`config.mk`:
```
export PLATFORM = sky130hd
export DESIGN_NAME = seq_mult_ctrl
export DESIGN_NICKNAME = d
export VERILOG_FILES = /design/src/rtl/seq_mult_pkg.sv /design/src/rtl/seq_mult_ctrl_down_counter.sv /design/src/rtl/seq_mult_ctrl.sv
export SDC_FILE = /design/constraint.sdc
export NUM_CORES = 1
export LEC_CHECK = 0
export ABC_AREA = 1
export BUFFER_PORTS_ARGS = -buffer_cell sky130_fd_sc_hd__buf_2
export CAP_MARGIN = 20
export CORE_MARGIN = 4
export CORE_UTILIZATION = 30
export DETAILED_ROUTE_END_ITERATION = 10
export GPL_ROUTABILITY_DRIVEN = 0
export PLACE_DENSITY = 0.54
export SLEW_MARGIN = 20
export SYNTH_ARGS = -nofsm -noshare
export SYNTH_HDL_FRONTEND = slang
export SYNTH_SLANG_ARGS = --single-unit
```
`constraint.sdc`:
```
create_clock -name clk -period 2.1 [get_ports clk]
set_input_delay 0.21 -clock clk [delete_from_list [all_inputs] [get_ports clk]]
set_output_delay 0.21 -clock clk [all_outputs]
set_load 0.03 [all_outputs]
```
`src/rtl/seq_mult_pkg.sv`:
```
// Shared types and constants for the signed sequential shift-add multiplier.
// Imported by the datapath and by the control unit.
package seq_mult_pkg;

    localparam int DW    = 8;
    localparam int CNT_W = $clog2(DW + 1);

    typedef enum logic [2:0] {
        ST_IDLE,
        ST_SYNC,
        ST_LOAD,
        ST_SHIFT,
        ST_DONE,
        ST_HOLD
    } seq_state_t;

endpackage

```
`src/rtl/seq_mult_ctrl_down_counter.sv`:
```
// Loadable down-counter with a synchronous clear and a "count is one" flag.
// The decrement saturates at zero so the count can never wrap.
module down_counter #(
    parameter int W = 4
) (
    input  logic         clk,
    input  logic         clr,
    input  logic         load,
    input  logic         dec,
    input  logic [W-1:0] load_val,
    output logic [W-1:0] count,
    output logic         is_one
);

    logic [W-1:0] count_reg;

    always_ff @(posedge clk) begin
        if (clr) begin
            count_reg <= '0;
        end else if (load) begin
            count_reg <= load_val;
        end else if (dec && (count_reg != '0)) begin
            count_reg <= count_reg - W'(1);
        end
    end

    assign count  = count_reg;
    assign is_one = (count_reg == W'(1));

endmodule

```
`src/rtl/seq_mult_ctrl.sv`:
```
// Moore control FSM for the signed sequential multiplier: load, DW shifts, one ready pulse.
// Optional abort input is enabled with the SEQ_MULT_ABORT_EN macro.
module seq_mult_ctrl #(
    parameter int DW = seq_mult_pkg::DW
) (
    input  logic                     clk,
    input  logic                     rst,
    input  logic                     start,
`ifdef SEQ_MULT_ABORT_EN
    input  logic                     abort,
`endif
    output logic                     load_ctrl_sgnl,
    output logic                     shift_ctrl_sgnl,
    output logic                     clear_ctrl_sgnl,
    output logic                     ready_ctrl_sgnl,
    output logic                     busy,
    output logic [$clog2(DW+1)-1:0]  bit_cnt
);

    import seq_mult_pkg::*;

    localparam int CW = $clog2(DW + 1);

    seq_state_t    state_reg;
    seq_state_t    state_next;
    logic          abort_hit;
    logic          cnt_clr;
    logic          cnt_is_one;
    logic [CW-1:0] cnt_value;

`ifdef SEQ_MULT_ABORT_EN
    // An abort in IDLE is meaningless and must not disturb anything.
    assign abort_hit = abort && (state_reg != ST_IDLE);
`else
    assign abort_hit = 1'b0;
`endif

    assign cnt_clr = !rst || abort_hit;

    down_counter #(
        .W (CW)
    ) u_bit_counter (
        .clk      (clk),
        .clr      (cnt_clr),
        .load     (state_reg == ST_LOAD),
        .dec      (state_reg == ST_SHIFT),
        .load_val (CW'(DW)),
        .count    (cnt_value),
        .is_one   (cnt_is_one)
    );

    always_ff @(posedge clk) begin
        if (!rst) begin
            state_reg <= ST_IDLE;
        end else begin
            state_reg <= state_next;
        end
    end

    always_comb begin
        state_next = state_reg;
        case (state_reg)
            ST_IDLE:  if (start) state_next = ST_SYNC;
            ST_SYNC:  state_next = ST_LOAD;
            ST_LOAD:  state_next = ST_SHIFT;
            // The count still reads 1 during the last shift cycle.
            ST_SHIFT: if (cnt_is_one) state_next = ST_DONE;
            ST_DONE:  state_next = start ? ST_HOLD : ST_IDLE;
            ST_HOLD:  if (!start) state_next = ST_IDLE;
            default:  state_next = ST_IDLE;
        endcase
        if (abort_hit) begin
            state_next = ST_IDLE;
        end
    end

    always_comb begin
        load_ctrl_sgnl  = 1'b0;
        shift_ctrl_sgnl = 1'b0;
        clear_ctrl_sgnl = 1'b0;
        ready_ctrl_sgnl = 1'b0;
        busy            = 1'b0;
        case (state_reg)
            ST_IDLE:  clear_ctrl_sgnl = 1'b1;
            ST_SYNC:  busy = 1'b1;
            ST_LOAD: begin
                load_ctrl_sgnl  = 1'b1;
                clear_ctrl_sgnl = 1'b1;
                busy            = 1'b1;
            end
            ST_SHIFT: begin
                shift_ctrl_sgnl = 1'b1;
                busy            = 1'b1;
            end
            ST_DONE: begin
                ready_ctrl_sgnl = 1'b1;
                busy            = 1'b1;
            end
            default: ;
        endcase
    end

    assign bit_cnt = cnt_value;

endmodule
```
Yosys cells after proc, flatten, opt, wreduce, memory -nomap -nowiden:

Index checks and enable logic that the tools add are counted.

* word-level logic and storage cells: 34
* output and inout port bits: 9
* input port bits: 3
* bits in registers: 7

* equal/unequal tests: 9
* reductions and logical operators: 8
* multiplexer cells: 12
* bitwise logic cells: 1
* $add $sub $neg: 1

Operator list (count)
* $pmux W3 S6: 1
* $mux W3: 4
* $mux W4: 2
* $eq A3 B2 Y1 const B: 2
* $eq A3 B3 Y1 const B: 2
* $ne A2 B2 Y1 const B: 3
* $mux W1: 5
* $eq A4 B1 Y1 const B: 1
* $reduce_bool A4 Y1: 1
* $reduce_or A2 Y1: 2
* $reduce_or A4 Y1: 1
* $sub A4 B1 Y4 const B: 1
* $eq A3 B1 Y1 const B: 1
* $logic_not A3 Y1: 1
* $reduce_and A3 Y1: 1
* $reduce_bool A2 Y1: 1
* $logic_and A1 B1 Y1: 1
* $not A1 Y1: 1

Depth between registers and ports, before layout:

* word-level depth: 4
* gate-level depth with buffers: 9

Hierarchy:

A second synthesis with hierarchy kept.

* cell total of the unflattened synthesis: 73
* area, all modules: 499.2 sq um

By module, submodules not included
* down_counter: area each 296.5 sq um, sequential area each 80.1 sq um, instances 1, cells an instance 41
* seq_mult_ctrl: area each 202.7 sq um, sequential area each 60.1 sq um, instances 1, cells an instance 32

Worst setup path after synthesis:

OpenSTA, ideal clock, no wires.

* path type: register -> register
* start: register u_bit_counter.count_reg[0] (netlist: u_bit_counter.count[0])
* end: register u_bit_counter.count_reg[3] (netlist: u_bit_counter.count[3])
* setup slack: 689 ps
* arrival time: 1302 ps
* required time: 1991 ps
* clock period less this slack: 1411 ps
* cell stages (with the launch flop): 9
* setup time: 109 ps
* path through: dfxtp_1 -> inv_1 -> ha_1 -> nand2_1 -> nand2_4 -> nand3_1 -> nand3_1 -> nand2_1 -> inv_1

* word-level cells in the longest chain between the ends: 3
* elaborated cells between the ends (all ways): 6

Ends and longest elaborated chain
* from (decl): RTL line seq_mult_ctrl_down_counter.sv:15 `logic [W-1:0] count_reg;`
* from (signal assigned): RTL line seq_mult_ctrl_down_counter.sv:21 `count_reg <= load_val;`
* from (signal assigned): RTL line seq_mult_ctrl_down_counter.sv:23 `count_reg <= count_reg - W'(1);`
* $sub A4 B1 Y4 or $reduce_bool A4 Y1 (tied branches): RTL line seq_mult_ctrl_down_counter.sv:23, seq_mult_ctrl_down_counter.sv:22
* $mux W4 or $logic_and A1 B1 Y1 (tied branches): RTL line seq_mult_ctrl_down_counter.sv:22 `end else if (dec && (count_reg != '0)) begin`
* $mux W4 or $reduce_bool A2 Y1 (tied branches)

Several ways; a longest one is shown, not always the timed one. The select of a mux whose other input is x is not followed.
A chain may end at the register's enable or synchronous reset.

Worst setup path in the final report:

* start: register state_reg[1]
* end: output port ready_ctrl_sgnl

* word-level cells in the longest chain between the ends: 2

Ends and longest elaborated chain
* from (decl): RTL line seq_mult_ctrl.sv:24 `seq_state_t state_reg;`
* from (signal assigned): RTL line seq_mult_ctrl.sv:56 `state_reg <= state_next;`
* $eq A3 B3 Y1: RTL line seq_mult_ctrl.sv:83 `case (state_reg)`
* $mux W1: RTL line seq_mult_ctrl.sv:83
* to (decl): RTL line seq_mult_ctrl.sv:15 `output logic ready_ctrl_sgnl,`

Every way passes these cells.

==> metrics.md <==
| Metric | Value |
|---|---|
| Syn avg cell area | `between 6 and 7 um2` |
| Row count | `13` |
| Synth Cell Area | `between 400 and 500 um2` |
| Critical path class | `register to output pin` |
| Combinational power share | `a little over a third` |
| Count leader, synth | `nand2_1` |
| Final Skew | `around 0.0014 ns` |
| Async SR Flop Fraction | `0%` |
| DR iter-0 viols | `3` |
| Die X | `45.9 um` |
| GRT Overall Usage | `between 10% and 20%` |
| Final worst-path cycle share | `around two thirds` |
| Largest register FFs | `4` |
| Cts hold-fix bufs | `0` |
| Remaining DRCs | `0` |
| Max-slew violation count | `0` |
| Vias in the first global route | `roughly 370` |
| Arrival @ worst endpoint | `~1.2 ns` |
| Boundary pin count | `12` |
| Hpwl dp | `around 700 um` |
| Largest net degree at the start of global routing | `6` |
| Dpl cell area | `between 500 and 600 um2` |
| Peak supply drop | `508 uV` |
| Critical Path RT | `approximately 1.9 ns` |
| Global route overflow | `0` |
| Yosys top cell by area | `dfxtp_1` |
| Clk sinks | `7` |
| Mapped Cells | `64` |
| Top cells by area, synth | `dfxtp_1, nand2_1, inv_1` |
| Via count | `approximately 420` |
| Final instance area | `approximately 530 um2` |
| Core area | `roughly 1300 um2` |
| Most frequent cells after synthesis | `nand2_1, inv_1, nor2_1` |
| # setup viols final | `0` |
| Initial Util | `32.4%` |
| P&R area growth vs syn | `23.2%` |
| Ys Warns | `0` |
| Setup TNS | `0 ns` |
| Avg WL per Cell | `approximately 9.3 um` |
| Clk_lat worst skew | `between 0.2 and 0.3 ns` |
| Die Span Y | `around 46 um` |
| CTS tree | `yes` |
| Final hold vios | `0` |
| Root Driver | `clkbuf_4` |
| Detailed Routing Iterations Pass 1 | `3` |
| Syn_nets | `between 60 and 70` |
| DIE AREA | `approximately 2100 um2` |
| Port bufs | `11` |
| Clock transition at path regs | `~0.050 ns` |
| Pwr Density | `841 nW/um2` |
| Max clock buf depth | `2` |
| Ys flop type | `dfxtp_1` |
| Nets | `85` |
| Sequential area share after synthesis | `32.5%` |
| Leak | `0.293 nW` |
| First-pass GRT wire length | `between 1000 and 1500 um` |
| Max Clk Rate | `around 730 MHz` |
| Post-route ant nets | `0` |
| Layout cells sized above 1 | `about 29%` |
| Hold Path Class | `input port to register` |
| Crit. End Element | `output pin` |
| Pre-CTS WS | `between 0.8 and 0.9 ns` |
| Vias per cell | `4.45` |
| Diode count | `0` |
| Setup ws final | `0.723 ns` |
| Crit Path Max Fanout | `4` |
| Num CTS Buffers | `3` |
| Sw frac | `roughly two fifths` |
| Minimum clock period | `~1.4 ns` |
| P_sw | `0.000179 W` |
| Routed wire length | `a little under 900 um` |
| Reg power frac | `between 30% and 40%` |
| H-tree depth | `1` |
| Worst Setup Start Kind | `register` |
| RSZ-0062 raised after global routing | `no` |
| Post-CTS Setup Bufs | `0` |
| Max transition margin | `84.7%` |
| Design Power | `between 0.0004 and 0.0005 W` |
| Initial antenna violation count | `0` |
| Synth cell types | `17` |
| Internal Power | `between 0.0002 and 0.0003 W` |
| Max-Cap Viols | `0` |
| Clk pwr share | `between 20 and 30%` |
| Post-CTS resize count | `0` |
| Status | `completed` |
| Number of synthesized register bits | `7` |
| Number of flops mapped to enable cells by yosys | `0` |
| Synth top area share | `32.5%` |
| Actual slew at the worst max-slew pin | `0.229 ns` |
==> logic make-up (layout without fill, tap and decap cells) <==
logic type,Yosys count,in the layout,share of synthesized area (%)
AOI/OAI and AO/OA,5,5,7.25
xor gates and xnor gates,1,1,2.03
adders and majority gates,2,2,5.80
buffers and inverters,13,28,12.5
DFF,7,7,32.5
and+or+nand+nor,36,36,40.0
==> layout make-up <==
cell class,instances,area [um2]
multi-input cells,44,238
fillers,145,802
clock buffers,4,26.3
well taps,15,18.8
flip-flops and latches,7,140
repair buffers,11,55.1
inverters,13,53.8
==> path summary, 6_finish.rpt <==
kind	startpoint	end	slack (ns)	cells past startpoint
hold / removal	rst	u_bit_counter.count[3]	0.22	3
setup / recovery	state_reg[1]	ready_ctrl_sgnl	0.72	4
setup reg to reg	u_bit_counter.count[0]	u_bit_counter.count[3]	0.86	9
hold reg to reg	u_bit_counter.count[0]	u_bit_counter.count[0]	0.50	2
==> cell usage in the layout (no fill, tap or decap) <==
master / synthesis / layout
nand2_4: 1 / 1
nor2_1: 8 / 8
ha_1: 2 / 2
clkinv_4: 1 / 1
nand2_1: 15 / 15
a21oi_1: 3 / 3
xor2_1: 1 / 1
nand3_2: 1 / 1
buf_2: 0 / 11
nor2_4: 1 / 1
clkbuf_1: 0 / 1
nand3_1: 7 / 7
dfxtp_1: 7 / 7
inv_2: 1 / 1
a211oi_1: 1 / 1
o21ai_2: 1 / 1
inv_1: 11 / 11
clkbuf_4: 0 / 3
nor2_2: 1 / 1
nand2_2: 2 / 2
==> layer usage <==
layer	vias up	global-route usage [%]	wire, um
li1	229	-	-
met1	180	13.3	441
met2	7	13.2	365
met3	2	7.11	51
met4	0	5.11	14
met5	-	0	0
==> critical path, cell delays in order, from the launching register on <==
cell and delay (ns):
dfxtp_1 0.34, nor2_1 0.21, inv_1 0.08, nor2_1 0.08
buf_2 0.20
==> per-stage QoR <==
step                utilization (%)  hold slack (ns)  cells
floorplan                         -            0.308     64
global placement               37.9            0.460     90
detailed placement             37.9            0.473     90
CTS                            39.9            0.209     94
global route                   39.9            0.220     94
finish                         39.9            0.219     94
==> power by group through the flow <==
stage               clock [W]  sequential (W)  combinational (W)
finish               0.000124        0.000165           0.000159
global route         0.000143        0.000168           0.000178
global placement            0        0.000168           0.000160
floorplan                   0        0.000173           0.000115
CTS                  0.000128        0.000165           0.000160
detailed placement          0        0.000167           0.000160
Power figures use the tool's default switching activity.
